**src/rtl/fifo_interleave_pkg.sv**
```systemverilog
// rtl/fifo_interleave_pkg.sv - width helpers and parameter checks for the interleaved FIFO
package fifo_interleave_pkg;

   function automatic int clog2(input int v);
      int r;
      r = 0;
      for (int i = 0; i < 32; i++) begin
         if ((64'd1 << r) < 64'(v)) r = r + 1;
      end
      return r;
   endfunction

   // Pointers are never narrower than one bit so single-entry cases still elaborate.
   function automatic int ptr_w(input int n);
      return (n <= 1) ? 1 : clog2(n);
   endfunction

   function automatic int cnt_w(input int lanes, input int depth);
      return clog2(lanes * depth + 1);
   endfunction

   function automatic bit params_ok(input int width, input int lanes, input int depth);
      return (width >= 1) && (lanes >= 2) && (lanes <= 16) && (depth >= 1) && (depth <= 16);
   endfunction

endpackage

```
**src/rtl/fifo_lane.sv**
```systemverilog
// rtl/fifo_lane.sv - single-lane circular buffer with full/empty flags
module fifo_lane
   import fifo_interleave_pkg::*;
#(
   parameter int WIDTH = 704,
   parameter int DEPTH = 1
) (
   input  logic             CLK,
   input  logic             nRST,
   input  logic             flush_i,
   input  logic             enq_i,
   input  logic [WIDTH-1:0] enq_data_i,
   input  logic             deq_i,
   output logic [WIDTH-1:0] first_o,
   output logic             full_o,
   output logic             empty_o
);

   localparam int AW = ptr_w(DEPTH);
   localparam int OW = clog2(DEPTH + 1);

   // Storage is rounded up to a power of two so the pointer always indexes in range.
   logic [WIDTH-1:0] mem_q [0:(1<<AW)-1];
   logic [AW-1:0]    head_q, head_d, tail_q, tail_d;
   logic [OW-1:0]    occ_q, occ_d;

   function automatic logic [AW-1:0] bump(input logic [AW-1:0] p);
      return (p == AW'(DEPTH - 1)) ? '0 : p + 1'b1;
   endfunction

   always_comb begin
      head_d = head_q;
      tail_d = tail_q;
      occ_d  = occ_q;
      if (flush_i) begin
         head_d = '0;
         tail_d = '0;
         occ_d  = '0;
      end else begin
         if (enq_i) tail_d = bump(tail_q);
         if (deq_i) head_d = bump(head_q);
         if (enq_i && !deq_i) occ_d = occ_q + 1'b1;
         else if (deq_i && !enq_i) occ_d = occ_q - 1'b1;
      end
   end

   always_ff @(posedge CLK) begin
      if (!nRST) begin
         head_q <= '0;
         tail_q <= '0;
         occ_q  <= '0;
      end else begin
         head_q <= head_d;
         tail_q <= tail_d;
         occ_q  <= occ_d;
      end
   end

   always_ff @(posedge CLK) begin
      if (enq_i && !flush_i) mem_q[tail_q] <= enq_data_i;
   end

   assign first_o = mem_q[head_q];
   assign full_o  = (occ_q == OW'(DEPTH));
   assign empty_o = (occ_q == '0);

endmodule

```
**src/rtl/fifo_interleave_n.sv**
```systemverilog
// rtl/fifo_interleave_n.sv - strict-order FIFO striped round-robin across LANES lanes
module fifo_interleave_n
   import fifo_interleave_pkg::*;
#(
   parameter int WIDTH = 704,
   parameter int LANES = 2,
   parameter int DEPTH = 1
) (
   input  logic                              CLK,
   input  logic                              nRST,
   input  logic                              in_enq__ENA,
   input  logic [WIDTH-1:0]                  in_enq_v,
   output logic                              in_enq__RDY,
   input  logic                              out_deq__ENA,
   output logic                              out_deq__RDY,
   output logic [WIDTH-1:0]                  out_first,
   output logic                              out_first__RDY,
   input  logic                              flush,
   output logic [cnt_w(LANES, DEPTH)-1:0]    count
);

   localparam int PW = ptr_w(LANES);
   localparam int CW = cnt_w(LANES, DEPTH);

   if (!params_ok(WIDTH, LANES, DEPTH)) begin : g_bad_params
      $error("fifo_interleave_n: WIDTH/LANES/DEPTH out of range");
   end

   logic [PW-1:0]    wp_q, wp_d, rp_q, rp_d;
   logic [CW-1:0]    count_q, count_d;
   logic [LANES-1:0] lane_full, lane_empty, lane_enq, lane_deq;
   logic [LANES-1:0] wp_oh, rp_oh;
   logic [WIDTH-1:0] lane_first [LANES];
   logic             enq_rdy, deq_rdy, enq_fire, deq_fire;
   logic [WIDTH-1:0] first_mux;

   always_comb begin
      wp_oh     = '0;
      rp_oh     = '0;
      enq_rdy   = 1'b0;
      deq_rdy   = 1'b0;
      first_mux = '0;
      for (int i = 0; i < LANES; i++) begin
         if (wp_q == PW'(i)) begin
            wp_oh[i] = 1'b1;
            enq_rdy  = !lane_full[i];
         end
         if (rp_q == PW'(i)) begin
            rp_oh[i]  = 1'b1;
            deq_rdy   = !lane_empty[i];
            first_mux = lane_first[i];
         end
      end
   end

   // Flush discards any same-cycle traffic, so it gates both fire terms.
   assign enq_fire = in_enq__ENA && enq_rdy && !flush;
   assign deq_fire = out_deq__ENA && deq_rdy && !flush;
   assign lane_enq = wp_oh & {LANES{enq_fire}};
   assign lane_deq = rp_oh & {LANES{deq_fire}};

   for (genvar g = 0; g < LANES; g++) begin : g_lane
      fifo_lane #(.WIDTH(WIDTH), .DEPTH(DEPTH)) u_lane (
         .CLK        (CLK),
         .nRST       (nRST),
         .flush_i    (flush),
         .enq_i      (lane_enq[g]),
         .enq_data_i (in_enq_v),
         .deq_i      (lane_deq[g]),
         .first_o    (lane_first[g]),
         .full_o     (lane_full[g]),
         .empty_o    (lane_empty[g])
      );
   end

   always_comb begin
      wp_d    = wp_q;
      rp_d    = rp_q;
      count_d = count_q;
      if (flush) begin
         wp_d    = '0;
         rp_d    = '0;
         count_d = '0;
      end else begin
         if (enq_fire) wp_d = (wp_q == PW'(LANES - 1)) ? '0 : wp_q + 1'b1;
         if (deq_fire) rp_d = (rp_q == PW'(LANES - 1)) ? '0 : rp_q + 1'b1;
         if (enq_fire && !deq_fire) count_d = count_q + 1'b1;
         else if (deq_fire && !enq_fire) count_d = count_q - 1'b1;
      end
   end

   always_ff @(posedge CLK) begin
      if (!nRST) begin
         wp_q    <= '0;
         rp_q    <= '0;
         count_q <= '0;
      end else begin
         wp_q    <= wp_d;
         rp_q    <= rp_d;
         count_q <= count_d;
      end
   end

   assign in_enq__RDY    = enq_rdy;
   assign out_deq__RDY   = deq_rdy;
   assign out_first__RDY = deq_rdy;
   assign out_first      = first_mux;
   assign count          = count_q;

endmodule

```
**config.mk**
```make
export PLATFORM = sky130hd
export DESIGN_NAME = fifo_interleave_n
export DESIGN_NICKNAME = d
export VERILOG_FILES = /design/src/rtl/fifo_interleave_pkg.sv /design/src/rtl/fifo_lane.sv /design/src/rtl/fifo_interleave_n.sv
export SDC_FILE = /design/constraint.sdc
export NUM_CORES = 1
export LEC_CHECK = 0
export ABC_AREA = 1
export BUFFER_PORTS_ARGS = -buffer_cell sky130_fd_sc_hd__buf_4
export CAP_MARGIN = 10
export CORE_AREA = 2 2 556 558
export CTS_BUF_LIST = sky130_fd_sc_hd__clkbuf_8 sky130_fd_sc_hd__clkbuf_16
export DETAILED_ROUTE_END_ITERATION = 10
export DIE_AREA = 0 0 558 560
export GPL_TIMING_DRIVEN = 0
export PLACE_DENSITY = 0.36
export SETUP_SLACK_MARGIN = 0.02
export SLEW_MARGIN = 20
export SYNTH_ARGS = -nofsm -noshare
export SYNTH_HDL_FRONTEND = slang
export SYNTH_HIERARCHICAL = 1
export SYNTH_SLANG_ARGS = --single-unit
```
**constraint.sdc**
```tcl
create_clock -name CLK -period 46.3 [get_ports CLK]
set_clock_uncertainty 0.1 [all_clocks]
set_input_delay 9.26 -clock CLK [delete_from_list [all_inputs] [get_ports CLK]]
set_output_delay 9.26 -clock CLK [all_outputs]
set_load 0.03 [all_outputs]
```
==> results of run 1 <==
==> flip-flops by register name, summed over array words and instances, names as in the netlist <==
register and flops:
g_lane.u_lane/mem_q 1408, count 2, g_lane.u_lane/full_o 2, rp_q 1, wp_q 1
==> final cells by class <==
type | instances | area, µm² | share of cell area, %
antenna | 22 | 55.1 | 0.0735
buffer | 158 | 997 | 1.33
clock buffer | 181 | 4530 | 6.04
clock inverter | 139 | 1060 | 1.42
inverter | 22 | 82.6 | 0.110
multi-input combinational | 2156 | 8170 | 10.9
sequential | 1414 | 42400 | 56.6
tap | 4120 | 5150 | 6.88
timing repair buffer | 1497 | 12500 | 16.7
==> layer usage <==
layer  up-vias  share of wire [%]
met5         -              0.059
met4        20                2.3
met3       316                 12
met2      1396                 46
met1     16800                 39
li1      16200                  -
==> placed cells by master, fill, tap and decap left out <==
master / n
nand2_1: 2131
buf_4: 1444
edfxtp_1: 1408
clkbuf_16: 181
buf_2: 104
inv_1: 55
buf_12: 45
clkinv_1: 44
buf_16: 34
clkinv_2: 26
buf_6: 23
diode_2: 22
bufinv_16: 13
inv_6: 7
dfxtp_1: 6
clkinv_4: 5
clkbuf_1: 4
inv_2: 3
nand4_1: 3
nor2_1: 3
o21ai_0: 3
a21oi_1: 3
clkinvlp_4: 3
nand3_1: 2
clkinv_8: 2
clkinv_16: 2
nand2_2: 2
nand3_2: 2
a21oi_2: 2
nor2_4: 2
o21ai_2: 1
nor3_1: 1
ha_1: 1
inv_16: 1
buf_8: 1
==> power groups by stage <==
stage	Clock [mW]	Sequential [mW]	Combinational, mW
2_1_floorplan	0	1.49	0.0651
3_3_place_gp	0	1.52	0.180
3_5_place_dp	0	1.47	0.192
4_1_cts	1.40	1.44	0.193
5_1_grt	1.44	1.44	0.202
6_report	1.34	1.44	0.189
==> final timing paths <==
| check | endpoint | slack, ns | depth (start not counted) |
|---|---|---|---|
| hold / removal | g_lane[0].u_lane/full_o | 0.40 | 2 |
| setup / recovery | out_first[72] | 33.69 | 6 |
| hold reg to reg | g_lane[0].u_lane/full_o | 0.40 | 2 |
| setup reg to reg | g_lane[0].u_lane/mem_q[0][558] | 42.81 | 15 |
==> stage by stage <==
stage          utilization [%]  cells  power [mW]
2_1_floorplan                -   3750        1.56
3_3_place_gp              22.0   9287        1.70
3_5_place_dp              22.6   9367        1.66
4_1_cts                   24.4   9687        3.03
5_1_grt                   24.4   9696        3.08
6_report                  24.4   9709        2.97
==> cells by family (layout without fill, tap and decap cells) <==
kind of cell	count (synthesis)	after routing	share of synthesized area [%]
flops	1414	1414	82.1
fa+ha+maj	1	1	0.0242
compound gates	9	9	0.109
other cells	0	22	0
simple gates	2146	2146	15.7
buf+inv	180	1997	2.09
==> worst max-delay path: cells and delay by family, from the launching register on <==
family / cells / cell delay (ns)
flops: 1 / 0.30
simple gates: 2 / 0.46
buf+inv: 4 / 1.62
==> impl_metrics.yaml, run 1 <==
setup_path:
  path_class: "flip-flop to output pin"
  crit_path_frequent_cell: "buf_2"
  cpPeakStageDelay_ns: 0.69
  cp-start-kind: "flip-flop"
  critPathCaptureType: "output pin"
  worstPathMaxFanout: 10
  slowest_stage: "buf_2"
  critical_path_arrival_ns: 3.25
  startpoint: "rp_q"
  critPathRequiredTime_ns: 36.94
  r2r_start: "g_lane[0].u_lane/full_o"
  path_cells: "buf_2 > buf_2 > buf_2 > nand2_1 > nand2_1 > buf_4"
power_and_ir_drop:
  peakVddDrop_v: 0.0000273
  p_sw_share_pct: 22.9
  clkPwrFrac_pct: 45.2
  power_frac_seq_pct: 48.4
  p_int_mw: 2.29
  leakage_nw: 30.0
  combinationalPowerShare_pct: 6.3
  p_sw_uw: 680
  cellPowerDensity_mw_per_mm2: 39.7
timing:
  final.min_clock_period_ns: 12.61
  rsz0062_at_grt: "no"
  hold_ws_ns: 0.398
  hold_viol: 0
  max_clock_freq_mhz: 79.3
  relSlewSlack_pct: 44.5
  finalSetupViolCount: 0
  drv_slew: 0
  setup_slack_ns: 33.69
  final.setup.tns_ns: 0
  fin_crit_sh_pct: 27.2
  worst_slew_pin_slew_ns: 0.833
yosys:
  netlist.area_leader.share_pct: 81.9
  synth_area_mm2: 0.0516
  async_flop_share_pct: 0
  ys_warn_count: 6
  yosysTopAreaCell: "edfxtp_1"
  ys_ff_latch: 1414
  netlist_top_cells_count: "2131 x nand2_1, 1408 x edfxtp_1, 104 x buf_2"
  syn_avg_cell_area_um2: 13.8
  yosysSeqAreaShare_pct: 82.1
  synth_nets: 4460
  synthFlopType: "edfxtp_1"
  synth.area.top_cells: "edfxtp_1 82%, nand2_1 15%, buf_2 1.0%"
  post_synth_inst_count: 3750
  synth_edf_count: 1408
  synth_most_common_cell: "nand2_1"
  ys_types: 20
cells_and_area:
  fill_cells: 32400
  final_area_mm2: 0.0749
  layout-drive-gt1-share_pct: 34.2
  area_growth_pct: 45.1
  fin_nets: 6138
place:
  place_hpwl_mm: 191
  post-place-ws_ns: 33.49
  postPlaceCellArea_mm2: 0.0693
  gp_congestion: 0.839
  portBuffers: 1417
clock_network:
  clk_latency_ns: 0.80
  cts_tree: "done"
  post-cts-setup-buffers: 0
  max-clock-path-buffers: 4
  cts_resized: 0
  cts.clk_slew.worst_paths_ns: 0.06
  cts_made_buffers: 179
  numClockSinks: 1414
  cts-root-buf: "clkbuf_16"
  htreeDepth: 4
  cts_hold_buf: 0
grt:
  grt_antenna_before_repair: 84
  grt_pass1_vias: 34700
  gr-usage-met1_pct: 17.1
  grt-busiest-layer: "met2"
  grt_max_degree: 23
  globalRouteMet2Util_pct: 23.8
  met3_usage_pct: 7.34
  grt_overflow: 0
  grtUsageTotal_pct: 14.8
  grt_pass1_wl_mm: 314
drt:
  drt_iter0_drc: 2039
  drc_errors: 0
  drtAntennaViolNets: 0
  firstDrtPassIters: 7
  wl_mm: 240
  vias: 34700
  viasPerCell: 3.57
  avgRoutedWirePerCell_um: 24.7
die:
  fp.dieW_um: 558
  fp.dieH_um: 560
  start_util_pct: 16.8
  io_pins: 1418
  core_mm2: 0.307
  num_rows: 204
  die_area_mm2: 0.312
outcome:
  status: "complete, no violations"
flow_run:
  cap_violations: 0
hold_path:
  holdCritPathClass: "flip-flop to flip-flop"
  min-delay-start: "g_lane[0].u_lane/full_o"
(Power assumes the default switching activity.)
==> run 2, diff against run 1 <==
--- a/config.mk
+++ b/config.mk
@@ -5,15 +5,15 @@
 export SDC_FILE = /design/constraint.sdc
 export NUM_CORES = 1
 export LEC_CHECK = 0
-export ABC_AREA = 1
+export ABC_AREA = 0
 export BUFFER_PORTS_ARGS = -buffer_cell sky130_fd_sc_hd__buf_4
 export CAP_MARGIN = 10
-export CORE_AREA = 2 2 556 558
+export CORE_AREA = 2 2 554 556
 export CTS_BUF_LIST = sky130_fd_sc_hd__clkbuf_8 sky130_fd_sc_hd__clkbuf_16
 export DETAILED_ROUTE_END_ITERATION = 10
-export DIE_AREA = 0 0 558 560
+export DIE_AREA = 0 0 556 558
 export GPL_TIMING_DRIVEN = 0
-export PLACE_DENSITY = 0.36
+export PLACE_DENSITY = 0.37
 export SETUP_SLACK_MARGIN = 0.02
 export SLEW_MARGIN = 20
 export SYNTH_ARGS = -nofsm -noshare
==> constraint.sdc (replaced) <==
create_clock -name CLK -period 12.6 [get_ports CLK]
set_clock_uncertainty 0.1 [all_clocks]
set_input_delay 2.52 -clock CLK [delete_from_list [all_inputs] [get_ports CLK]]
set_output_delay 2.52 -clock CLK [all_outputs]
set_load 0.03 [all_outputs]
==> run 2 against run 1 <==
  * Clock power grew to 3.6 times the previous value
  * Setup slack lost 27 ns
  * Core utilization is essentially flat
  * Die area shrank 0.71%
  * Sequential power grew to 3.7 times the previous value
  * First-iteration DRC count shrank 36%
  * Flip-flop and latch count is the same
  * Cell area shrank 0.96%
  * Synthesized area shrank 0.85%
  * Critical endpoint is now out_first[151]
==> impl_metrics.yaml, run 2 <==
outcome:
  status: "complete, no violations"
yosys:
  synth_edf_count: 1408
  synth_area_mm2: 0.0512
  ys_types: 27
  synth.area.top_cells: "edfxtp_1 83%, mux2_2 15%, buf_4 0.89%"
  yosysSeqAreaShare_pct: 82.8
  netlist.area_leader.share_pct: 82.6
  ys_warn_count: 6
  netlist_top_cells_count: "1408 x edfxtp_1, 698 x mux2_2, 61 x buf_4"
  yosysTopAreaCell: "edfxtp_1"
  ys_ff_latch: 1414
  synth_most_common_cell: "edfxtp_1"
  syn_avg_cell_area_um2: 22.9
  synthFlopType: "edfxtp_1"
  post_synth_inst_count: 2232
  async_flop_share_pct: 0
  synth_nets: 2942
drt:
  avgRoutedWirePerCell_um: 24.9
  dr_wl_met2_mm: 100
  vias: 28200
  top_layer: "met5"
  drt_iter0_drc: 1314
  drtAntennaViolNets: 0
  wl_met3_mm: 23.4
  viasPerCell: 3.50
  wl_mm: 201
  drc_errors: 0
  drt-met1-wl_mm: 70.7
  firstDrtPassIters: 5
timing:
  rsz0062_at_grt: "no"
  final.setup.tns_ns: 0
  fin_crit_sh_pct: 45.9
  max_clock_freq_mhz: 173
  hold_viol: 0
  drv_slew: 0
  finalSetupViolCount: 0
  worst_slew_pin_slew_ns: 0.766
  final.min_clock_period_ns: 5.79
  relSlewSlack_pct: 48.9
  setup_slack_ns: 6.81
die:
  io_pins: 1418
  fp.dieW_um: 556
  die_area_mm2: 0.310
  fp.dieH_um: 558
  core_mm2: 0.305
  num_rows: 203
  start_util_pct: 16.8
cells_and_area:
  area_growth_pct: 45.0
  largest-register: "g_lane.u_lane/mem_q"
  largest_reg_flops: 1408
  fill_cells: 31500
  layout-drive-gt1-share_pct: 62.4
  fin_nets: 4613
  final_cell_mix: "1478 x buf_4, 1408 x edfxtp_1, 698 x mux2_2"
  final_area_mm2: 0.0742
  mostFrequentLayoutCell: "buf_4"
clock_network:
  cts-root-buf: "clkbuf_16"
  cts_made_buffers: 173
  cts.clk_slew.worst_paths_ns: 0.06
  post-cts-setup-buffers: 0
  numClockSinks: 1414
  cts_hold_buf: 0
  clk_latency_ns: 0.81
  cts_resized: 0
  cts_tree: "done"
  htreeDepth: 4
  max-clock-path-buffers: 4
setup_path:
  r2r_end: "g_lane[0].u_lane/mem_q[0][629]"
  path_class: "flip-flop to output pin"
  crit_path_frequent_cell: "buf_4"
  r2r_start: "wp_q"
  critPathCaptureType: "output pin"
  crit_end: "out_first[151]"
  slowest_stage: "buf_2"
  critical_path_arrival_ns: 3.17
  startpoint: "rp_q"
  ff2ff_path_depth: 14
  cp-start-kind: "flip-flop"
  r2r_slack_ns: 8.50
  worstPathMaxFanout: 10
  cpPeakStageDelay_ns: 0.58
  path_cells: "buf_6 > buf_2 > buf_4 > mux2_2 > buf_4"
  critPathRequiredTime_ns: 9.98
place:
  gp_congestion: 0.787
  place_hpwl_mm: 160
  postPlaceCellArea_mm2: 0.0688
  portBuffers: 1417
  post-place-ws_ns: 6.00
hold_path:
  holdCritPathClass: "flip-flop to flip-flop"
power_and_ir_drop:
  cellPowerDensity_mw_per_mm2: 145
  leakage_nw: 26.3
  fin_total_pwr_mw: 10.8
  peakVddDrop_v: 0.0000875
grt:
  grt_antenna_before_repair: 91
  grt_pass1_vias: 29600
  grt_overflow: 0
  grt_pass1_wl_mm: 262
  grt_max_degree: 23
  grtUsageTotal_pct: 12.4
flow_run:
  cap_violations: 0
==> run 2: changes by cell type in the layout (fill, tap and decap cells not counted), sizes merged, moves of 3 or more <==
cell,previous run,this run
nand4,3,0
nand3,4,1
diode,22,13
nor2,5,1
buf,1651,1576
nor3b,0,3
o21ai,4,1
nand2,2133,2
inv,66,54
clkinv,79,75
mux2,0,704
clkbuf,185,174
==> run 2: kinds of logic after synthesis <==
group,count (synthesis),synth area share [%]
AO/OA/AOI/OAI,6,0.0855
XOR/XNOR,4,0.122
adder cells (fa/ha/maj),1,0.0244
buffers and inverters,87,1.18
flip-flops,1414,82.8
multiplexers,706,15.6
AND/OR/NAND/NOR,14,0.200
==> run 2: routing by layer <==
layer  GRT usage, %  vias to the layer above
li1               -                    12400
met1           12.7                    14200
met2           21.7                     1197
met3           6.51                      364
met4           3.57                       84
met5              0                        -
==> run 2: power by group <==
| part | switching [mW] | internal (mW) | total [mW] |
|---|---|---|---|
| logic | 0.396 | 0.324 | 0.720 |
| clock network | 2.01 | 2.76 | 4.77 |
| registers | 0.0166 | 5.28 | 5.29 |
| total | 2.42 | 8.36 | 10.8 |
==> run 2: worst max-delay path, delay by kind of cell (launching register included) <==
| family | cells | cell delay (ns) |
|---|---|---|
| buffers and inverters | 4 | 1.47 |
| flip-flops | 1 | 0.32 |
| multiplexers | 1 | 0.46 |
==> run 2: area by class of cell <==
cell class | count | area (µm²) | area share [%]
antenna | 13 | 32.5 | 0.0438
buffer | 80 | 578 | 0.779
clock buffer | 174 | 4350 | 5.87
clock inverter | 139 | 1060 | 1.42
inverter | 7 | 42.5 | 0.0573
multi-input combinational | 731 | 8230 | 11.1
sequential | 1414 | 42400 | 57.1
tap | 3997 | 5000 | 6.74
timing repair buffer | 1496 | 12500 | 16.9
==> run 2: worst min-delay path by stage <==
stage	end	cells after the start	start
global placement	count[1]	2	count[1]
global route	count[1]	2	count[1]
CTS	count[1]	2	count[1]
detailed placement	count[1]	2	count[1]
finish	count[1]	2	count[1]
floorplan	wp_q	2	g_lane[1].u_lane/full_o
==> run 2: metrics by stage <==
stage,utilization (%),hold slack (ns),instances
CTS,24.4,0.407,8038
global route,24.4,0.439,8040
detailed placement,22.6,0.395,7725
finish,24.4,0.411,8051
global placement,22.0,0.419,7646
floorplan,-,0.397,2232
